==> src/rtl/score_note_buffer.sv <==
// score_note_buffer: decodes PS2 set-2 make codes into note codes, records them
// into an ordered score while in record mode, deletes the last note on request,
// and plays the whole score back at a fixed tempo derived from the 16 Hz tick.
//
// Ports:
//   clock, reset        system clock, synchronous active-high reset
//   tick_16hz           one-cycle tempo pulse at 16 Hz
//   key_valid, key_byte PS2 scan byte strobe and data
//   insert_en           record mode level
//   delete_en           delete-last request level (edge-detected)
//   play_en             play-all request level (edge-detected, held during playback)
//   note_out/note_valid note currently sounding/drawn (0/0 when idle)
//   is_full/is_empty    combinational score occupancy flags
//   count               number of stored notes (0..DEPTH)
//   insert_delay_done   one-cycle pulse when an inserted note's audition ends
//   play_done           one-cycle pulse when playback completes
module score_note_buffer #(
    parameter int unsigned DEPTH          = 16,
    parameter int unsigned TICKS_PER_NOTE = 8
) (
    input  logic                         clock,
    input  logic                         reset,
    input  logic                         tick_16hz,
    input  logic                         key_valid,
    input  logic [7:0]                   key_byte,
    input  logic                         insert_en,
    input  logic                         delete_en,
    input  logic                         play_en,
    output logic [3:0]                   note_out,
    output logic                         note_valid,
    output logic                         is_full,
    output logic                         is_empty,
    output logic [$clog2(DEPTH+1)-1:0]   count,
    output logic                         insert_delay_done,
    output logic                         play_done
);

    localparam int unsigned NW = 4;
    localparam int unsigned CW = $clog2(DEPTH + 1);
    localparam int unsigned IW = (DEPTH > 1) ? $clog2(DEPTH) : 1;
    localparam int unsigned TW = (TICKS_PER_NOTE > 1) ? $clog2(TICKS_PER_NOTE) : 1;
    localparam logic [TW-1:0] TICK_LAST = TW'(TICKS_PER_NOTE - 1);
    localparam logic [CW-1:0] COUNT_MAX = CW'(DEPTH);

    typedef enum logic [1:0] {
        S_IDLE     = 2'd0,
        S_INS_HOLD = 2'd1,
        S_PLAY     = 2'd2
    } state_t;

    state_t          state, state_nxt;
    logic            brk, brk_nxt;
    logic            ev_valid;
    logic [NW-1:0]   ev_code;
    logic            dec_valid_c;
    logic [NW-1:0]   dec_code_c;
    logic            play_q, del_q;
    logic            play_rise_c, del_rise_c;
    logic [TW-1:0]   tick_cnt, tick_nxt;
    logic [IW-1:0]   rd_idx, rd_nxt;
    logic [CW-1:0]   count_nxt;
    logic [NW-1:0]   note_out_nxt;
    logic            note_valid_nxt;
    logic            ins_done_nxt, play_done_nxt;
    logic            wr_en;
    logic [NW-1:0]   note_mem [DEPTH];

    assign play_rise_c = play_en & ~play_q;
    assign del_rise_c  = delete_en & ~del_q;
    assign is_full     = (count == COUNT_MAX);
    assign is_empty    = (count == '0);

    // PS2 byte decode; the byte following F0 is a break code and is discarded.
    always_comb begin
        dec_code_c  = '0;
        dec_valid_c = 1'b0;
        brk_nxt     = brk;
        if (key_valid) begin
            if (key_byte == 8'hF0) begin
                brk_nxt = 1'b1;
            end else if (key_byte == 8'hE0) begin
                brk_nxt = brk;
            end else if (brk) begin
                brk_nxt = 1'b0;
            end else begin
                case (key_byte)
                    8'h1C:   dec_code_c = 4'd1;
                    8'h1B:   dec_code_c = 4'd2;
                    8'h23:   dec_code_c = 4'd3;
                    8'h2B:   dec_code_c = 4'd4;
                    8'h34:   dec_code_c = 4'd5;
                    8'h33:   dec_code_c = 4'd6;
                    8'h3B:   dec_code_c = 4'd7;
                    8'h42:   dec_code_c = 4'd8;
                    8'h29:   dec_code_c = 4'd15;
                    default: dec_code_c = 4'd0;
                endcase
                dec_valid_c = (dec_code_c != '0);
            end
        end
    end

    // Next-state and registered-output logic.
    always_comb begin
        state_nxt      = state;
        tick_nxt       = tick_cnt;
        rd_nxt         = rd_idx;
        count_nxt      = count;
        note_out_nxt   = note_out;
        note_valid_nxt = note_valid;
        ins_done_nxt   = 1'b0;
        play_done_nxt  = 1'b0;
        wr_en          = 1'b0;
        case (state)
            S_IDLE: begin
                if (play_rise_c) begin
                    if (count != '0) begin
                        state_nxt      = S_PLAY;
                        rd_nxt         = '0;
                        tick_nxt       = '0;
                        note_valid_nxt = 1'b1;
                        note_out_nxt   = note_mem[0];
                    end else begin
                        play_done_nxt = 1'b1;
                    end
                end else if (del_rise_c) begin
                    if (count != '0) begin
                        count_nxt = count - CW'(1);
                    end
                end else if (ev_valid && insert_en && !is_full) begin
                    wr_en          = 1'b1;
                    count_nxt      = count + CW'(1);
                    note_out_nxt   = ev_code;
                    note_valid_nxt = 1'b1;
                    tick_nxt       = '0;
                    state_nxt      = S_INS_HOLD;
                end
            end
            S_INS_HOLD: begin
                if (tick_16hz) begin
                    if (tick_cnt == TICK_LAST) begin
                        note_valid_nxt = 1'b0;
                        note_out_nxt   = '0;
                        ins_done_nxt   = 1'b1;
                        state_nxt      = S_IDLE;
                    end else begin
                        tick_nxt = tick_cnt + TW'(1);
                    end
                end
            end
            S_PLAY: begin
                if (!play_en) begin
                    // Abort: silent return, no completion pulse.
                    note_valid_nxt = 1'b0;
                    note_out_nxt   = '0;
                    state_nxt      = S_IDLE;
                end else if (tick_16hz) begin
                    if (tick_cnt == TICK_LAST) begin
                        tick_nxt = '0;
                        if (CW'(rd_idx) == count - CW'(1)) begin
                            note_valid_nxt = 1'b0;
                            note_out_nxt   = '0;
                            play_done_nxt  = 1'b1;
                            state_nxt      = S_IDLE;
                        end else begin
                            rd_nxt       = rd_idx + IW'(1);
                            note_out_nxt = note_mem[rd_idx + IW'(1)];
                        end
                    end else begin
                        tick_nxt = tick_cnt + TW'(1);
                    end
                end
            end
            default: begin
                state_nxt = S_IDLE;
            end
        endcase
    end

    // State and output registers.
    always_ff @(posedge clock) begin
        if (reset) begin
            state             <= S_IDLE;
            brk               <= 1'b0;
            ev_valid          <= 1'b0;
            ev_code           <= '0;
            play_q            <= 1'b0;
            del_q             <= 1'b0;
            tick_cnt          <= '0;
            rd_idx            <= '0;
            count             <= '0;
            note_out          <= '0;
            note_valid        <= 1'b0;
            insert_delay_done <= 1'b0;
            play_done         <= 1'b0;
        end else begin
            state             <= state_nxt;
            brk               <= brk_nxt;
            ev_valid          <= dec_valid_c;
            ev_code           <= dec_code_c;
            play_q            <= play_en;
            del_q             <= delete_en;
            tick_cnt          <= tick_nxt;
            rd_idx            <= rd_nxt;
            count             <= count_nxt;
            note_out          <= note_out_nxt;
            note_valid        <= note_valid_nxt;
            insert_delay_done <= ins_done_nxt;
            play_done         <= play_done_nxt;
        end
    end

    // Score storage; contents need no reset since count gates every read.
    always_ff @(posedge clock) begin
        if (wr_en) begin
            note_mem[IW'(count)] <= ev_code;
        end
    end

endmodule

==> config.mk <==
export PLATFORM = sky130hd
export DESIGN_NAME = score_note_buffer
export DESIGN_NICKNAME = d
export VERILOG_FILES = /design/src/rtl/score_note_buffer.sv
export SDC_FILE = /design/constraint.sdc
export NUM_CORES = 1
export LEC_CHECK = 0
export CORE_ASPECT_RATIO = 1.5
export CORE_MARGIN = 10
export CORE_UTILIZATION = 45
export DETAILED_ROUTE_END_ITERATION = 16
export PLACE_DENSITY_LB_ADDON = 0.25
export SYNTH_ARGS = -nofsm -noshare
export SYNTH_HDL_FRONTEND = slang
export SYNTH_SLANG_ARGS = --single-unit
==> constraint.sdc <==
create_clock -name clock -period 6 [get_ports clock]
set_clock_uncertainty 0.15 [all_clocks]
set_input_delay 0.6 -clock clock [delete_from_list [all_inputs] [get_ports clock]]
set_output_delay 0.6 -clock clock [all_outputs]
set_load 0.01 [all_outputs]
After elaboration in Yosys (flattened, before gate mapping)
Memories as Yosys holds them, arrays and structs flattened.
Cells that the tools add are included.
{ "word_totals": {"ff_bits": 29, "latchBits": 0, "ramBits": 64, "rom_bits": 0, "in_bits": 15, "out_inout_bits": 14, "wordCells": 152, "n_memories": 1} }
{ "classes": {"add_sub_neg": 4, "multipliers": 0, "div_mod_pow": 0, "order_cmp": 0, "n_eq_ne": 33, "shifts": 0, "muxes": 74, "n_bitwise": 8, "n_reduce_logical": 19} }
{ "mem_list": {"columns": ["name", "words", "width", "read_ports", "rd_clocked_by_memory_dff", "wr", "line", "source"], "rows": [
  ["note_mem", 16, 4, 2, 0, 1, "66", "logic [NW-1:0] note_mem [DEPTH];"]
]} }
{ "op_table": {"columns": ["cell", "count"], "rows": [
  ["$mux W4", 20],
  ["$eq A8 B6 Y1 const B", 6],
  ["$pmux W4 S9", 1],
  ["$mux W3", 9],
  ["$mux W1", 25],
  ["$reduce_and A8 Y1", 3],
  ["$mux W2", 10],
  ["$ne A2 B2 Y1 const B", 10],
  ["$ne A3 B3 Y1 const B", 6],
  ["$eq A8 B5 Y1 const B", 2],
  ["$eq A8 B8 Y1 const B", 2],
  ["$mux W5", 3],
  ["$pmux W4 S3", 1],
  ["$pmux W3 S3", 1],
  ["$reduce_and A9 Y1", 1],
  ["$eq A8 B7 Y1 const B", 1],
  ["$pmux W4 S2", 1],
  ["$reduce_and A7 Y1", 1],
  ["$not A1 Y1", 6],
  ["$pmux W2 S3", 1],
  ["$add A5 B1 Y5 const B", 1],
  ["$eq A4 B5 Y1", 1],
  ["$eq A5 B5 Y1 const B", 1],
  ["$logic_not A5 Y1", 1],
  ["other kinds (21)", 24]
]} }

Longest topological paths before layout
{ "logic_depth": {"ltp_word": 9, "mapped_depth": 8, "depth_no_buf": 7} }

Worst setup path before layout
OpenSTA, ideal clock, no wires.
{ "synth_path": {"path_kind": "register -> register", "startpoint": "register count[0]", "endpoint": "memory note_mem[0][0] (enable)", "setup_ps": 361, "arrival_ps": 2138, "t_required_ps": 5489, "path_slack_ps": 3350, "stages_incl_launch_ff": 8, "path_buffers": 1, "synth_period_minus_slack_ps": 2650, "path_cell_list": "dfxtp_1 > inv_1 > ha_1 > buf_2 > and4bb_4 > nor4_1 > nand2_1 > nor3_1"} }
{ "synth_between": {"elab_chain_len": 9} }
{ "synth_rtl": {"columns": ["element", "line", "source"], "rows": [
  ["from (decl)", "33", "output logic [$clog2(DEPTH+1)-1:0] count,"],
  ["from (signal assigned)", "205", "count <= count_nxt;"],
  ["$eq A5 B5 Y1", "70", "assign is_full = (count == COUNT_MAX);"],
  ["via is_full", "31", "output logic is_full,"],
  ["$logic_not A1 Y1", "130", "end else if (ev_valid && insert_en && !is_full) begin"],
  ["$logic_and A1 B1 Y1", "130", null],
  ["$mux W1", "130", null],
  ["$mux W1", "126", "end else if (del_rise_c) begin"],
  ["$mux W1", "116", "if (play_rise_c) begin"],
  ["$mux W1", "114", "case (state)"],
  ["$mux W1", "215", "if (wr_en) begin"],
  ["$mux W1 (not written as such)", "216", "note_mem[IW'(count)] <= ev_code;"],
  ["to (decl)", "66", null]
]} }
The timed path passes the listed nets, and every way through them passes these cells.

Worst setup path in the final report
{ "layout_path": {"startpoint": "register count[0]", "endpoint": "memory note_mem[2][1] (enable)"} }
{ "layout_between": {"elab_chain_len": 9} }
{ "layout_rtl": {"columns": ["element", "line"], "rows": [
  ["$eq A5 B5 Y1", "70"],
  ["$logic_not A1 Y1", "130"],
  ["$logic_and A1 B1 Y1", "130"],
  ["$mux W1", "130"],
  ["$mux W1", "126"],
  ["$mux W1", "116"],
  ["$mux W1", "114"],
  ["$mux W1", "215"],
  ["$mux W1 (not written as such)", "216"]
]} }
Several ways; a longest one is shown, not always the timed one.

==> flow_summary_export.csv <==
group,metric,value,unit
run_status,outcome,"complete, no violations",
worst_setup_path,crit_chain,"inv_1 -> ha_1 -> and4bb_4 -> nor4_1 -> nand2_1 -> nor3_1",
global_routing,met2_usage,27.4,%
synthesis,ys_types,59,
sta,worst_slack,2.83,ns
sta,finalCritPeriodShare,52.8,%
sta,rsz0062_at_grt,"false",
global_routing,grt.busiest_layer,"met2",
synthesis,synth_area_per_cell,12.3,um^2
sta,final_hold_viol_count,0,
hold_path,holdPathStages,2,
routing,ant_nets,0,
finish,final_cells,512,
place,placed_cells,496,
die,initial_core_util,45.5,%
sta,tns,0,ns
cts,cts-root-buf,"clkbuf_16",
worst_setup_path,max_stage_delay,0.60,ns
worst_setup_path,cp-end-kind,"flip-flop",
sta,tightest_slew,0.828,ns
routing,viasPerCell,5.83,
worst_setup_path,ff2ff_path_depth,6,
finish,insertedDiodeCount,0,
synthesis,seq_area_frac_synth,54.8,%
die,coreArea,10000,um^2
synthesis,synthAdderAreaFrac,3.02,%
finish,final_common_cell,"edfxtp_1",
global_routing,grt_overflow,0,
place,io_buffers,28,
finish,layout_common_cells,"64 x edfxtp_1, 31 x nand2_1, 30 x nor2_1",
global_routing,grt_util_all_layers,14.4,%
routing,post_drt_wl_per_cell,19.6,um
die,die_area,14700,um^2
sta,relSlewSlack,44.8,%
hold_path,hold_class,"reg2reg",
power,pwr_density_cell,286,nW/um^2
synthesis,ys_top_cells_by_area,"edfxtp_1 42%, dfxtp_1 13%, mux4_2 7.9%",
finish,final_nets,416,
synthesis,synth-seq-cells,93,
power,total_power,1490,uW
synthesis,syn_nets,396,
synthesis,yosys_warnings,0,
synthesis,synth_compound_area_share,9.38,%
sta,setup_violations,0,
finish,seq_area,2500,um^2
routing,dr.pass1.iters,4,
place,dp_hpwl,7300,um
finish,areaGrowthSynthToFinish,14.2,%
sta,maxSlewViolCount,0,
finish,multi_input_area,1930,um^2
worst_setup_path,cp.depth,6,
synthesis,ys.flop_type,"edfxtp_1",
cts,ctsLongestPathBuffers,2,
die,die_w,102,um
place,pre_cts_slack,2.60,ns
flow_run,drv_cap,0,
cts,cts_tree,"done",
cts,ctsResizeCount,0,
synthesis,synth_xor_xnor_area_share,2.71,%
synthesis,muxShareOfSynthArea,12.0,%
die,die_h,143,um
sta,period_needed,3.17,ns
global_routing,grtUsageMet1,14.0,%
cts,cts_num_sinks,93,
cts,clkLatencyLatePin,0.34,ns
die,ios,29,
synthesis,netlist.area_leader.share,42.1,%
worst_setup_path,cp_slowest_cell,"nor4_1",
sta,fmax,316,MHz
power,p_leak,0.00168,uW
die,placement_rows,45,
finish,final_core_util,52.0,%
worst_setup_path,required,5.83,ns
global_routing,grt_pass1_wl,16000,um
routing,drc,0,
global_routing,grt_pass1_vias,3102,
worst_setup_path,critPathMaxFanout,9,
cts,cts_hold_buf,0,
worst_setup_path,path_buf_inv,1,
routing,wl,10100,um
routing,drtIter0Drc,163,
synthesis,syn-cell-area,4560,um^2
cts,cts-buffers-inserted,9,
cts,htree_levels,3,
worst_setup_path,critPathKind,"reg2reg",
global_routing,antenna_found_initial,0,
finish,drive_gt1_share,11.9,%
worst_setup_path,worstPathArrival,2.99,ns
synthesis,synth_edf_count,64,
place,gp_congestion,0.823,
finish,fillers,873,
synthesis,synth_top_family_by_area,"simple AND/OR/NAND/NOR gates",
worst_setup_path,worst_setup_path_start_kind,"flip-flop",
routing,vias,2984,
worst_setup_path,cp_top_family,"simple AND/OR/NAND/NOR gates",
global_routing,met3_usage,3.17,%
cts,postCtsSetupBuffers,0,
synthesis,synthSimpleGateAreaFrac,15.2,%
synthesis,async_flop_share,0,%
global_routing,grt_max_degree,33,
power,ir_drop,0.116,mV
cts,path_clk_slew,0.07,ns
synthesis,netlist_instances,370,
synthesis,yosys.area.top_type,"edfxtp_1",
==> through the flow <==
stage	cell area, um^2	hold WS, ns
after floorplan	4560	0.303
after global placement	4900	0.309
after detailed placement	4900	0.333
after CTS	5210	0.341
after global routing	5210	0.363
final	5210	0.328
==> registers in the layout, indices dropped and copies added (netlist names) <==
register,cells
note_out,4
rd_idx,4
tick_cnt,3
insert_delay_done,1
ev_valid,1
note_mem,64
brk,1
del_q,1
play_q,1
note_valid,1
ev_code,4
count,5
state,2
play_done,1
==> cells by family after synthesis <==
group	count (synthesis)
XOR/XNOR	12
AND/OR/NAND/NOR	132
flip-flops	93
adder cells (fa/ha/maj)	11
AO/OA/AOI/OAI	59
multiplexers	34
buffers and inverters	29
==> Yosys cell counts, types with 2 or more instances <==
master / instances
o21ai_0: 10
a211oi_1: 2
nand4_1: 4
dfxtp_1: 29
and2_1: 3
edfxtp_1: 64
clkbuf_1: 10
nor3_1: 9
nor2_1: 30
nor3b_1: 3
nor2b_1: 15
a22oi_1: 3
ha_1: 11
nand3_1: 6
mux2_2: 3
or4b_1: 2
a32oi_1: 5
buf_2: 8
xor2_1: 5
a21oi_1: 19
nand2b_1: 10
mux2i_1: 14
nand2_1: 31
buf_4: 2
inv_1: 8
and3_1: 3
o311ai_0: 2
or3_1: 5
xnor2_1: 6
nand4b_1: 2
a31oi_1: 3
mux4_2: 16
==> area by class of cell <==
type                            instances  share of cell area, %
Timing Repair Buffer                   30                   5.66
Inverter                                8                  0.576
Clock inverter                          4                   1.06
Tap cell                              117                   2.81
Clock buffer                           12                   4.92
Multi-Input combinational cell        248                   37.0
Sequential cell                        93                   48.0
==> worst register-to-register path, delay by kind of cell (launching register included) <==
kind	cells	cell delay [ns]
DFF	1	0.47
and+or+nand+nor	4	1.69
buffers and inverters	1	0.14
adders and majority gates	1	0.36
==> final timing paths <==
| check | end | startpoint | slack (ns) |
|---|---|---|---|
| min reg2reg | tick_cnt[2]$_SDFFE_PP0P_ | tick_cnt[2]$_SDFFE_PP0P_ | 0.33 |
| min | tick_cnt[2]$_SDFFE_PP0P_ | tick_cnt[2]$_SDFFE_PP0P_ | 0.33 |
| max | note_mem[2][1]$_DFFE_PP_ | count[0]$_SDFFE_PP0P_ | 2.83 |
| max reg2reg | note_mem[2][1]$_DFFE_PP_ | count[0]$_SDFFE_PP0P_ | 2.83 |
==> layer usage <==
layer	vias to the layer above	routed length (um)
li1	1422	-
met1	1474	3600
met2	63	5740
met3	25	405
met4	0	308
met5	-	0
==> power breakdown <==
part	total, uW	internal [uW]	switching (uW)
clock network	576	348	228
registers	714	701	13.7
logic	199	94.6	104
total	1490	1140	347
Power figures use the tool's default switching activity.
==> edit, RTL diff (config.mk and constraints unchanged) <==
Register the input `key_byte` before use, without a reset. The logic sees it one clock later. The other inputs are not delayed to match.
--- a/src/rtl/score_note_buffer.sv
+++ b/src/rtl/score_note_buffer.sv
@@ -48,6 +48,12 @@
         S_PLAY     = 2'd2
     } state_t;
 
+    logic [7:0] key_byte_q;
+
+    always_ff @(posedge clock) begin
+        key_byte_q <= key_byte;
+    end
+
     state_t          state, state_nxt;
     logic            brk, brk_nxt;
     logic            ev_valid;
@@ -76,14 +82,14 @@
         dec_valid_c = 1'b0;
         brk_nxt     = brk;
         if (key_valid) begin
-            if (key_byte == 8'hF0) begin
+            if (key_byte_q == 8'hF0) begin
                 brk_nxt = 1'b1;
-            end else if (key_byte == 8'hE0) begin
+            end else if (key_byte_q == 8'hE0) begin
                 brk_nxt = brk;
             end else if (brk) begin
                 brk_nxt = 1'b0;
             end else begin
-                case (key_byte)
+                case (key_byte_q)
                     8'h1C:   dec_code_c = 4'd1;
                     8'h1B:   dec_code_c = 4'd2;
                     8'h23:   dec_code_c = 4'd3;
Behaviour: not the same (Yosys sat finds a counterexample within 4 cycles, from zero or initial values and one cycle with reset high).
==> edit against the unedited design <==
  * Count of clock-buffer cells in the layout grew 2
  * Synthesized area shrank 0.63%
  * Total power shrank 8.2%
  * Cell area shrank 1.2%
  * Fmax shrank 0.44%
  * Worst setup slack lost 0.014 ns
  * Global-route usage shrank 1.6 points
  * Sequential cell count grew 8
  * Synthesized cell count shrank 4.1%
  * Cell count shrank 2.3%
  * Worst hold slack lost 0.020 ns
  * Routed wire length shrank 12%
  * Critical path type is now flip-flop to output pin
==> edit: results (changes against the unedited design) <==
| Metric | Value |
|---|---|
| Cell Count Post-Placement | 484 (was 496) |
| Hpwl dp | 6.397 mm (was 7.299 mm) |
| Buffering overhead | 0.05735 (was 0.05664) |
| Leakage power total | 1.858 nW (was 1.679 nW) |
| FILL cells | 835 (was 873) |
| Clock-cell share of area | 0.05103 (was 0.05976) |
| Min-delay src | tick_cnt[1] (was tick_cnt[2]) |
| R2r worst-path depth | 7 (was 6) |
| Largest cells by area after synthesis | edfxtp_1 42%, dfxtp_1 16%, mux4_2 7.9% (was edfxtp_1 42%, dfxtp_1 13%, mux4_2 7.9%) |
| Post-synthesis xor/xnor area fraction | 0.03034 (was 0.02714) |
| Syn nets | 381 (was 396) |
| CP max-delay cell | clkdlybuf4s50_1 (was nor4_1) |
| Status | complete, no violations (unchanged) |
| Netlist cell types | 52 (was 59) |
| Metal1 wirelength | 3.453 mm (was 3.599 mm) |
| Rows | 44 (was 45) |
| Max stage delay on crit path | 0.64 ns (was 0.60 ns) |
| Post-synthesis sequential area ratio | 0.5870 (was 0.5482) |
| Mapped Cells | 355 (was 370) |
| Reg2reg end | note_mem[1][2] (was note_mem[2][1]) |
| Family with the most delay on the worst path | buffers and inverters (was simple AND/OR/NAND/NOR gates) |
| Relative slew slack | 0.2124 (was 0.4481) |
| Number of multi-input logic gates | 233 (was 248) |
| Synth Area in Adders | 0.03034 (was 0.03015) |
| Drt via density | 5.574 (was 5.828) |
| Worst hold endpoint | tick_cnt[1] (was tick_cnt[2]) |
## edit: changes by cell type after synthesis, moves of 4 or more
cell       delta
mux2i_1       -5
nand3_1       +5
a32oi_1       -5
a211oi_1      +4
nand2_1       +4
o2bb2ai_1     +4
dfxtp_1       +8
nand2b_1      -4
clkbuf_1      -4
## edit: how the worst max path moves through the flow
| stage | startpoint | slack (ns) | end |
|---|---|---|---|
| after detailed placement | play_en | 2.77 | note_out[2] |
| after global placement | play_en | 2.88 | note_out[1] |
| after global routing | count[0] | 2.63 | is_empty |
| after floorplan | count[0] | 3.49 | rd_idx[2] |
| after CTS | count[0] | 2.79 | is_empty |
| final | count[0] | 2.82 | is_empty |
## edit: tightest hold or removal path: stages (launching register included)
cell and delay [ns]:
dfxtp_1 0.31, nand2_1 0.05, a21oi_1 0.05
## edit: where the power goes
group / leakage, nW / internal (mW) / switching (mW)
clock: 0.124 / 0.291 / 0.220
combinational: 0.716 / 0.0501 / 0.0563
sequential: 1.02 / 0.740 / 0.00930
